`src/rtl/carfield_eoc_scratch_regs.sv`:
```
// carfield_eoc_scratch_regs: scratch-register bus slave with an end-of-computation tracker.
// Software writes a start flag to reg0, later writes its exit status to the EOC register;
// the block latches the exit code and reports run/eoc/timeout status.
// Optional feature macro: CARFIELD_EOC_WATCHDOG_EN builds the RUN-cycle watchdog and the
// TIMEOUT path; without it timeout_o is tied low and wdog_limit_i is ignored.
module carfield_eoc_scratch_regs #(
  parameter int unsigned NumRegs   = 4,
  parameter int unsigned AddrWidth = 32,
  parameter int unsigned EocRegIdx = 1,
  parameter int unsigned WdogWidth = 32
) (
  input  logic                 clk_i,
  input  logic                 rst_ni,
  input  logic                 req_valid_i,
  output logic                 req_ready_o,
  input  logic                 req_write_i,
  input  logic [AddrWidth-1:0] req_addr_i,
  input  logic [31:0]          req_wdata_i,
  input  logic [3:0]           req_wstrb_i,
  output logic                 rsp_valid_o,
  input  logic                 rsp_ready_i,
  output logic [31:0]          rsp_rdata_o,
  output logic                 rsp_error_o,
  input  logic [WdogWidth-1:0] wdog_limit_i,
  output logic                 run_o,
  output logic                 eoc_o,
  output logic                 timeout_o,
  output logic [30:0]          exit_code_o
);

  localparam int unsigned         IdxWidth = $clog2(NumRegs);
  localparam logic [IdxWidth-1:0] StartIdx = '0;
  localparam logic [IdxWidth-1:0] EocIdx   = IdxWidth'(EocRegIdx);

  typedef enum logic [1:0] {
    ST_IDLE,
    ST_RUN,
    ST_DONE,
    ST_TIMEOUT
  } state_e;

  state_e              state_q, state_d;
  logic [31:0]         regs_q [NumRegs];
  logic                rsp_valid_q;
  logic                rsp_error_q;
  logic [31:0]         rsp_rdata_q;
  logic [30:0]         exit_code_q;

  logic                accept;
  logic                addr_err;
  logic                wr_en;
  logic                start_hit;
  logic                eoc_hit;
  logic                enter_run;
  logic                enter_done;
  logic                wdog_expire;
  logic [IdxWidth-1:0] idx;
  logic [31:0]         wmask;
  logic [31:0]         merged;

  // Only one request may be outstanding, so a pending response blocks new requests.
  assign req_ready_o = !rsp_valid_q;
  assign accept      = req_valid_i && req_ready_o;

  // Word index plus error on misalignment or any address bit beyond the register window.
  assign idx      = req_addr_i[2 +: IdxWidth];
  assign addr_err = (req_addr_i[1:0] != 2'b00) || ((req_addr_i >> (IdxWidth + 2)) != '0);
  assign wr_en    = accept && req_write_i && !addr_err;

  // Expand byte strobes into a bit mask for the read-modify-write merge.
  always_comb begin
    wmask = '0;
    for (int b = 0; b < 4; b++) begin
      wmask[8*b +: 8] = {8{req_wstrb_i[b]}};
    end
  end

  assign merged = (regs_q[idx] & ~wmask) | (req_wdata_i & wmask);

  // Command decode: bit 0 of reg0 starts a run, bit 0 of the EOC register ends it.
  assign start_hit  = wr_en && (idx == StartIdx) && req_wstrb_i[0] && req_wdata_i[0];
  assign eoc_hit    = wr_en && (idx == EocIdx) && req_wstrb_i[0] && req_wdata_i[0];
  assign enter_run  = start_hit && (state_q != ST_RUN);
  assign enter_done = eoc_hit && (state_q == ST_RUN);

  // Scratch register file; strobe-less writes leave contents untouched via the merge.
  always_ff @(posedge clk_i or negedge rst_ni) begin
    if (!rst_ni) begin
      for (int i = 0; i < int'(NumRegs); i++) begin
        regs_q[i] <= '0;
      end
    end else if (wr_en) begin
      regs_q[idx] <= merged;
    end
  end

  // Response channel: capture on accept, hold until the consumer takes it.
  always_ff @(posedge clk_i or negedge rst_ni) begin
    if (!rst_ni) begin
      rsp_valid_q <= 1'b0;
      rsp_error_q <= 1'b0;
      rsp_rdata_q <= '0;
    end else if (accept) begin
      rsp_valid_q <= 1'b1;
      rsp_error_q <= addr_err;
      rsp_rdata_q <= (!req_write_i && !addr_err) ? regs_q[idx] : '0;
    end else if (rsp_valid_q && rsp_ready_i) begin
      rsp_valid_q <= 1'b0;
    end
  end

`ifdef CARFIELD_EOC_WATCHDOG_EN
  logic [WdogWidth-1:0] wdog_cnt_q;

  // Saturating count of cycles spent in RUN, cleared on every entry into RUN.
  always_ff @(posedge clk_i or negedge rst_ni) begin
    if (!rst_ni) begin
      wdog_cnt_q <= '0;
    end else if (enter_run) begin
      wdog_cnt_q <= '0;
    end else if ((state_q == ST_RUN) && (wdog_cnt_q != '1)) begin
      wdog_cnt_q <= wdog_cnt_q + WdogWidth'(1);
    end
  end

  assign wdog_expire = (state_q == ST_RUN) && (wdog_limit_i != '0) &&
                       (wdog_cnt_q == wdog_limit_i - WdogWidth'(1));
  assign timeout_o   = (state_q == ST_TIMEOUT);
`else
  logic unused_wdog_limit;

  assign unused_wdog_limit = ^wdog_limit_i;
  assign wdog_expire       = 1'b0;
  assign timeout_o         = 1'b0;
`endif

  // State register.
  always_ff @(posedge clk_i or negedge rst_ni) begin
    if (!rst_ni) begin
      state_q <= ST_IDLE;
    end else begin
      state_q <= state_d;
    end
  end

  // Next state: an EOC write beats a same-cycle watchdog expiry; DONE/TIMEOUT wait for a restart.
  always_comb begin
    state_d = state_q;
    case (state_q)
      ST_RUN: begin
        if (eoc_hit) begin
          state_d = ST_DONE;
        end else if (wdog_expire) begin
          state_d = ST_TIMEOUT;
        end
      end
      default: begin
        if (start_hit) begin
          state_d = ST_RUN;
        end
      end
    endcase
  end

  // Exit code: cleared on restart, takes the merged EOC word on completion, all ones on timeout.
  always_ff @(posedge clk_i or negedge rst_ni) begin
    if (!rst_ni) begin
      exit_code_q <= '0;
    end else if (enter_run) begin
      exit_code_q <= '0;
    end else if (enter_done) begin
      exit_code_q <= merged[31:1];
    end else if (wdog_expire) begin
      exit_code_q <= '1;
    end
  end

  assign rsp_valid_o = rsp_valid_q;
  assign rsp_rdata_o = rsp_rdata_q;
  assign rsp_error_o = rsp_error_q;
  assign run_o       = (state_q == ST_RUN);
  assign eoc_o       = (state_q == ST_DONE);
  assign exit_code_o = exit_code_q;

endmodule

```
`config.mk`:
```
export PLATFORM = sky130hd
export DESIGN_NAME = carfield_eoc_scratch_regs
export DESIGN_NICKNAME = d
export VERILOG_FILES = /design/src/rtl/carfield_eoc_scratch_regs.sv
export SDC_FILE = /design/constraint.sdc
export NUM_CORES = 1
export LEC_CHECK = 0
export ABC_AREA = 1
export CAP_MARGIN = 20
export CELL_PAD_IN_SITES_DETAIL_PLACEMENT = 1
export CELL_PAD_IN_SITES_GLOBAL_PLACEMENT = 2
export CORE_UTILIZATION = 32
export CTS_CLUSTER_SIZE = 30
export DETAILED_ROUTE_END_ITERATION = 8
export GPL_ROUTABILITY_DRIVEN = 0
export PLACE_DENSITY_LB_ADDON = 0.1
export SYNTH_ARGS = -nofsm -noshare
export SYNTH_HDL_FRONTEND = slang
export SYNTH_SLANG_ARGS = --single-unit
export TNS_END_PERCENT = 20
```
`constraint.sdc`:
```
create_clock -name clk_i -period 2.69 [get_ports clk_i]
set_input_delay 0.269 -clock clk_i [delete_from_list [all_inputs] [get_ports clk_i]]
set_output_delay 0.269 -clock clk_i [all_outputs]
set_load 0.05 [all_outputs]
```
# Word-level counts from Yosys, hierarchy flattened
# Cells that the tools add are included.
[word_totals] latch_bits=0 register_bits=195 rom_bits=0 mem_count=0 mem_bits_rw=0 input_bits=105
[classes] n_mux=14 multipliers=0 n_lt_le_gt_ge=2 bitwise=5 add_sub_neg=0 div_mod_pow=0 reduce_logical=25 n_shift=0 eq_ne=5
[op_table] cell="$bwmux 128" count=1
[op_table] cell="$mux 32" count=4
[op_table] cell="$and 32x32->32" count=2
[op_table] cell="$bmux 32 s2" count=1
[op_table] cell="$demux 32 s2" count=1
[op_table] cell="$mux 31" count=2
[op_table] cell="$not 32->32" count=1
[op_table] cell="$or 32x32->32" count=1
[op_table] cell="$reduce_bool 32->1" count=1
[op_table] cell="$logic_and 1x1->1" count=14
[op_table] cell="$reduce_bool 2->1" count=4
[op_table] cell="$mux 2" count=3
[op_table] cell="$eq 2x1->1 const B" count=2
[op_table] cell="$ne 2x1->1 const B" count=2
[op_table] cell="$ge 3x3->1 const B" count=1
[op_table] cell="$logic_not 1->1" count=3
[op_table] cell="$lt 3x1->1 const B" count=1
[op_table] cell="$not 2->3" count=1
[op_table] cell="$eq 2x2->1 const B" count=1
[op_table] cell="$logic_not 2->1" count=1
[op_table] cell="$mux 1" count=2
[op_table] cell="$reduce_and 2->1" count=1
[op_table] cell="$logic_or 1x1->1" count=1

# Depth between registers and ports, before layout
[logic_depth] ltp_word=10 depth_mapped=11

# Least setup slack after synthesis
# Ideal clock, no wire load.
[synth_path] path_type="flip-flop to flip-flop" startpoint="register rsp_valid_q (netlist: rsp_valid_o)" endpoint="register regs_q[22] (netlist name)" synth_period_minus_slack_ns=2.108 required_time_ns=2.555 arrival_ns=1.973 slack_ns=0.582 path_buffers=2 path_stages_with_launch=9 setup_time_ns=0.135 path_cell_list="dfrtp_1 -> inv_2 -> nand2_1 -> nor2_1 -> nand3_1 -> buf_2 -> buf_2 -> nand2_1 -> o21ai_0"
[synth_via] elab_chain_len=4
[synth_lines] item="start: declaration" line="44" source="logic rsp_valid_q;"
[synth_lines] item="start signal: assignment" line="100" source="rsp_valid_q <= 1'b0;"
[synth_lines] item="start signal: assignment" line="104" source="rsp_valid_q <= 1'b1;"
[synth_lines] item="start signal: assignment" line="108" source="rsp_valid_q <= 1'b0;"
[synth_lines] item="$logic_not 1->1" line="62" source="assign req_ready_o = !rsp_valid_q;"
[synth_lines] item="net req_ready_o" line="15" source="output logic req_ready_o,"
[synth_lines] item="$logic_and 1x1->1" line="63" source="assign accept = req_valid_i && req_ready_o;"
[synth_lines] item="$logic_and 1x1->1 (2 in series)" line="68" source="assign wr_en = accept && req_write_i && !addr_err;"
[synth_lines] item="end signal: indexed assignment" line="93" source="regs_q[idx] <= merged;"
[synth_lines] item="end: declaration" line="43" source="logic [31:0] regs_q [NumRegs];"
# The timed path passes the listed nets, and every way through them passes these cells.
# A chain may end at the register's enable or synchronous reset.

# Worst setup path after layout
[layout_path] startpoint="register state_q[1]" endpoint="output run_o"
[layout_via] elab_chain_len=1
[layout_lines] item="start: declaration" line="42" source="state_e state_q, state_d;"
[layout_lines] item="start signal: assignment" line="142" source="state_q <= state_d;"
[layout_lines] item="$eq 2x1->1" line="181" source="assign run_o = (state_q == ST_RUN);"
[layout_lines] item="end: declaration" line="25" source="output logic run_o,"
# No other way between the ends.

==> flow_metrics.env <==
export IMPL_area_growth_pct=28.98
export IMPL_ys_seq_area_share_pct=56.72
export IMPL_final_cell_count_no_fill=1561
export IMPL_cp_max_fo=2
export IMPL_dr_pass1_iters=7
export IMPL_place_inst=1528
export IMPL_rows=59
export IMPL_placed_area_um2=10510
export IMPL_grt_pass1_vias=8079
export IMPL_yosysTopAreaCell="dfrtp_1"
export IMPL_vias_per_cell=4.830
export IMPL_r2r_setup_slack_ps=680
export IMPL_leakagePower_nw=5.175
export IMPL_final_max_slew_violation_count=0
export IMPL_worstHoldPathType="in -> async"
export IMPL_critPathKind="reg -> out"
export IMPL_htreeDepth=4
export IMPL_die_width_um=166.0
export IMPL_yosysWarnings=0
export IMPL_ff2ff_path_depth=7
export IMPL_hpwlAfterDp_mm=18.58
export IMPL_synth_distinct_cells=22
export IMPL_syn_area_um2=8603
export IMPL_maxCapViolations=0
export IMPL_nets=1318
export IMPL_violations="design-rule violations"
export IMPL_grt_overflow=0
export IMPL_cts_root_buf="clkbuf_16"
export IMPL_rsz0062_at_grt="no"
export IMPL_drive_gt1_share_pct=6.444
export IMPL_slew_headroom_pct=59.84
export IMPL_grt_max_degree=59
export IMPL_hold_viol_final=0
export IMPL_antenna_left=0
export IMPL_cts_tree="built"
export IMPL_antenna_cells=0
export IMPL_avgSynthCellArea_um2=7.973
export IMPL_end_kind="primary output"
export IMPL_period_share_pct=86.86
export IMPL_drt_iter0_drc=474
export IMPL_drc=8
export IMPL_synth_cells=1079
export IMPL_grt_use_met3_pct=3.194
export IMPL_design_area_um2=11100
export IMPL_grt_usage_pct=22.07
export IMPL_post_drt_wl_per_cell_um=18.34
export IMPL_finalCriticalPeriod_ps=2336
export IMPL_cts_sinks=195
export IMPL_portBuffers=140
export IMPL_core_um2=26210
export IMPL_clk_pin_slew_ps=80
export IMPL_tns_ps=0
export IMPL_grt_antenna_before_repair=0
export IMPL_setup_worst_path_start_class="flop"
export IMPL_syn_num_nets=1184
export IMPL_num_vias=7540
export IMPL_io_pins=174
export IMPL_clock_skew_ps=13.39
export IMPL_dieArea_um2=27540
export IMPL_yosysTopAreaCellShare_pct=56.72
export IMPL_reg2reg_to="regs_q[4]"
export IMPL_r2r_start="rsp_valid_o"
export IMPL_initial_core_util_pct=32.83
export IMPL_use_met1_pct=29.59
export IMPL_worstSkewPairLatency_ps=450
export IMPL_utilization_pct=42.34
export IMPL_top_usage_layer="met2"
export IMPL_use_met2_pct=37.44
export IMPL_clock_path_buffers=2
export IMPL_finalWirelength_mm=28.64
export IMPL_die_y_um=166.0
export IMPL_cp_arrival_ps=2070
export IMPL_holdWs_ps=395.1
export IMPL_fmax_mhz=428.0
export IMPL_setup_viol_count_final=0
export IMPL_numCtsBuffers=17
export IMPL_grt_pass1_wl_mm=46.66
export IMPL_synthTopCellsByArea="dfrtp_1, nand2_1, o21ai_0"
export IMPL_worstMarginPinSlew_ps=600.6
export IMPL_status="finished with violations"
export IMPL_vdd_ir_drop_max_v=0.0002933
export IMPL_powerDensity_nw_per_um2=532.2
export IMPL_worstPathRequired_ps=2420
export IMPL_ys_seq_elements=195
export IMPL_cts_resized=0
-- repair_timing --
item	4_1_cts	5_1_grt
endpoints found under the setup margin	0	0
buffers inserted	0	0
hold buffers	1	0
hold endpoints to repair	55	0
-- cells in the final DEF, fill, tap and decap left out --
cell type and count:
buf_12 5, inv_1 36, clkbuf_16 17, inv_6 1, clkbuf_1 2, clkinv_1 1
clkinv_8 1, nand3_2 4, inv_8 4, nor2_4 1, conb_1 1, nand2_1 516
clkinvlp_4 5, buf_4 32, or2_1 1, clkdlybuf4s50_1 139, clkbuf_8 1, nor2_2 3
o21ai_1 57, clkinv_4 1, nor3_1 1, bufinv_16 1, inv_2 3, nand3_1 63
a22oi_1 2, o21ai_0 75, dlygate4sd3_1 1, nand4_1 33, a21boi_0 1, dfrtp_1 195
nor2_1 23
-- synthesized netlist by cell type --
cell type / number
a21boi_0: 1
conb_1: 1
nand4_1: 33
buf_6: 2
clkinv_1: 1
inv_1: 36
nand3_2: 1
nor2_1: 24
inv_2: 3
nand3_1: 66
nor3_1: 1
o21ai_1: 57
nor2_4: 1
a22oi_1: 2
buf_4: 2
nand2_1: 516
nor2_2: 2
or2_1: 1
dfrtp_1: 195
buf_2: 15
clkbuf_1: 44
o21ai_0: 75
-- report_power, final --
| group | total [W] | leakage, nW | switching [W] | internal, W |
|---|---|---|---|---|
| Sequential | 0.00293 | 2.72 | 0.00000137 | 0.00293 |
| Combinational | 0.000422 | 2.19 | 0.000272 | 0.000150 |
| Clock | 0.00255 | 0.266 | 0.00124 | 0.00131 |
| Total | 0.00591 | 5.17 | 0.00151 | 0.00440 |
-- metal layers --
layer,vias to the layer above,wire length [um]
met4,0,229
met3,11,697
met1,3717,13590
li1,3709,-
met2,103,14120
met5,-,0
-- kinds of logic (layout without fill, tap and decap cells) --
| family | Yosys count | after routing | share of synthesized area [%] |
|---|---|---|---|
| flip-flops | 195 | 195 | 56.72 |
| buffers and inverters | 103 | 250 | 4.974 |
| AND/OR/NAND/NOR | 645 | 645 | 30.32 |
| other | 1 | 1 | 0.04359 |
| AO/OA/AOI/OAI | 135 | 135 | 7.941 |
-- metrics by stage --
step                total power, W  worst slack (ps)
floorplan                 0.003134             582.4
global placement          0.003422             351.8
detailed placement        0.003422             315.2
CTS                       0.005993             336.6
global route              0.006128             269.7
finish                    0.005906             353.6
-- state kept, by name, indices dropped and copies added, names as in the netlist --
name and cells:
regs_q 128, rsp_error_o 1, state_q 2, exit_code_o 31, rsp_rdata_o 32, rsp_valid_o 1
-- area by class of cell --
| class | instances | area [um^2] |
|---|---|---|
| Clock inverter | 13 | 146.4 |
| Inverter | 40 | 150.1 |
| Tap cell | 335 | 419.2 |
| Timing Repair Buffer | 178 | 1755 |
| Multi-Input combinational cell | 781 | 3313 |
| Sequential cell | 195 | 4880 |
| Clock buffer | 19 | 432.9 |
| Fill cell | 3165 | 15110 |
-- worst max-delay path: stages, from the launching register on --
cell and delay, ps:
dfrtp_1 380, inv_1 70, nand2_1 140, inv_1 200, clkdlybuf4s50_1 840
-- how the worst max path moves through the flow --
| stage | start | to | slack [ps] | cells after the start |
|---|---|---|---|---|
| after global routing | state_q[1] | run_o | 270 | 4 |
| after CTS | state_q[1] | run_o | 340 | 4 |
| after global placement | req_addr_i[1] | regs_q[4] | 350 | 9 |
| final | state_q[1] | run_o | 350 | 4 |
| after detailed placement | req_write_i | regs_q[4] | 320 | 7 |
| after floorplan | rsp_valid_o | regs_q[22] | 580 | 8 |
No activity file was read; power rests on OpenSTA's default activity.
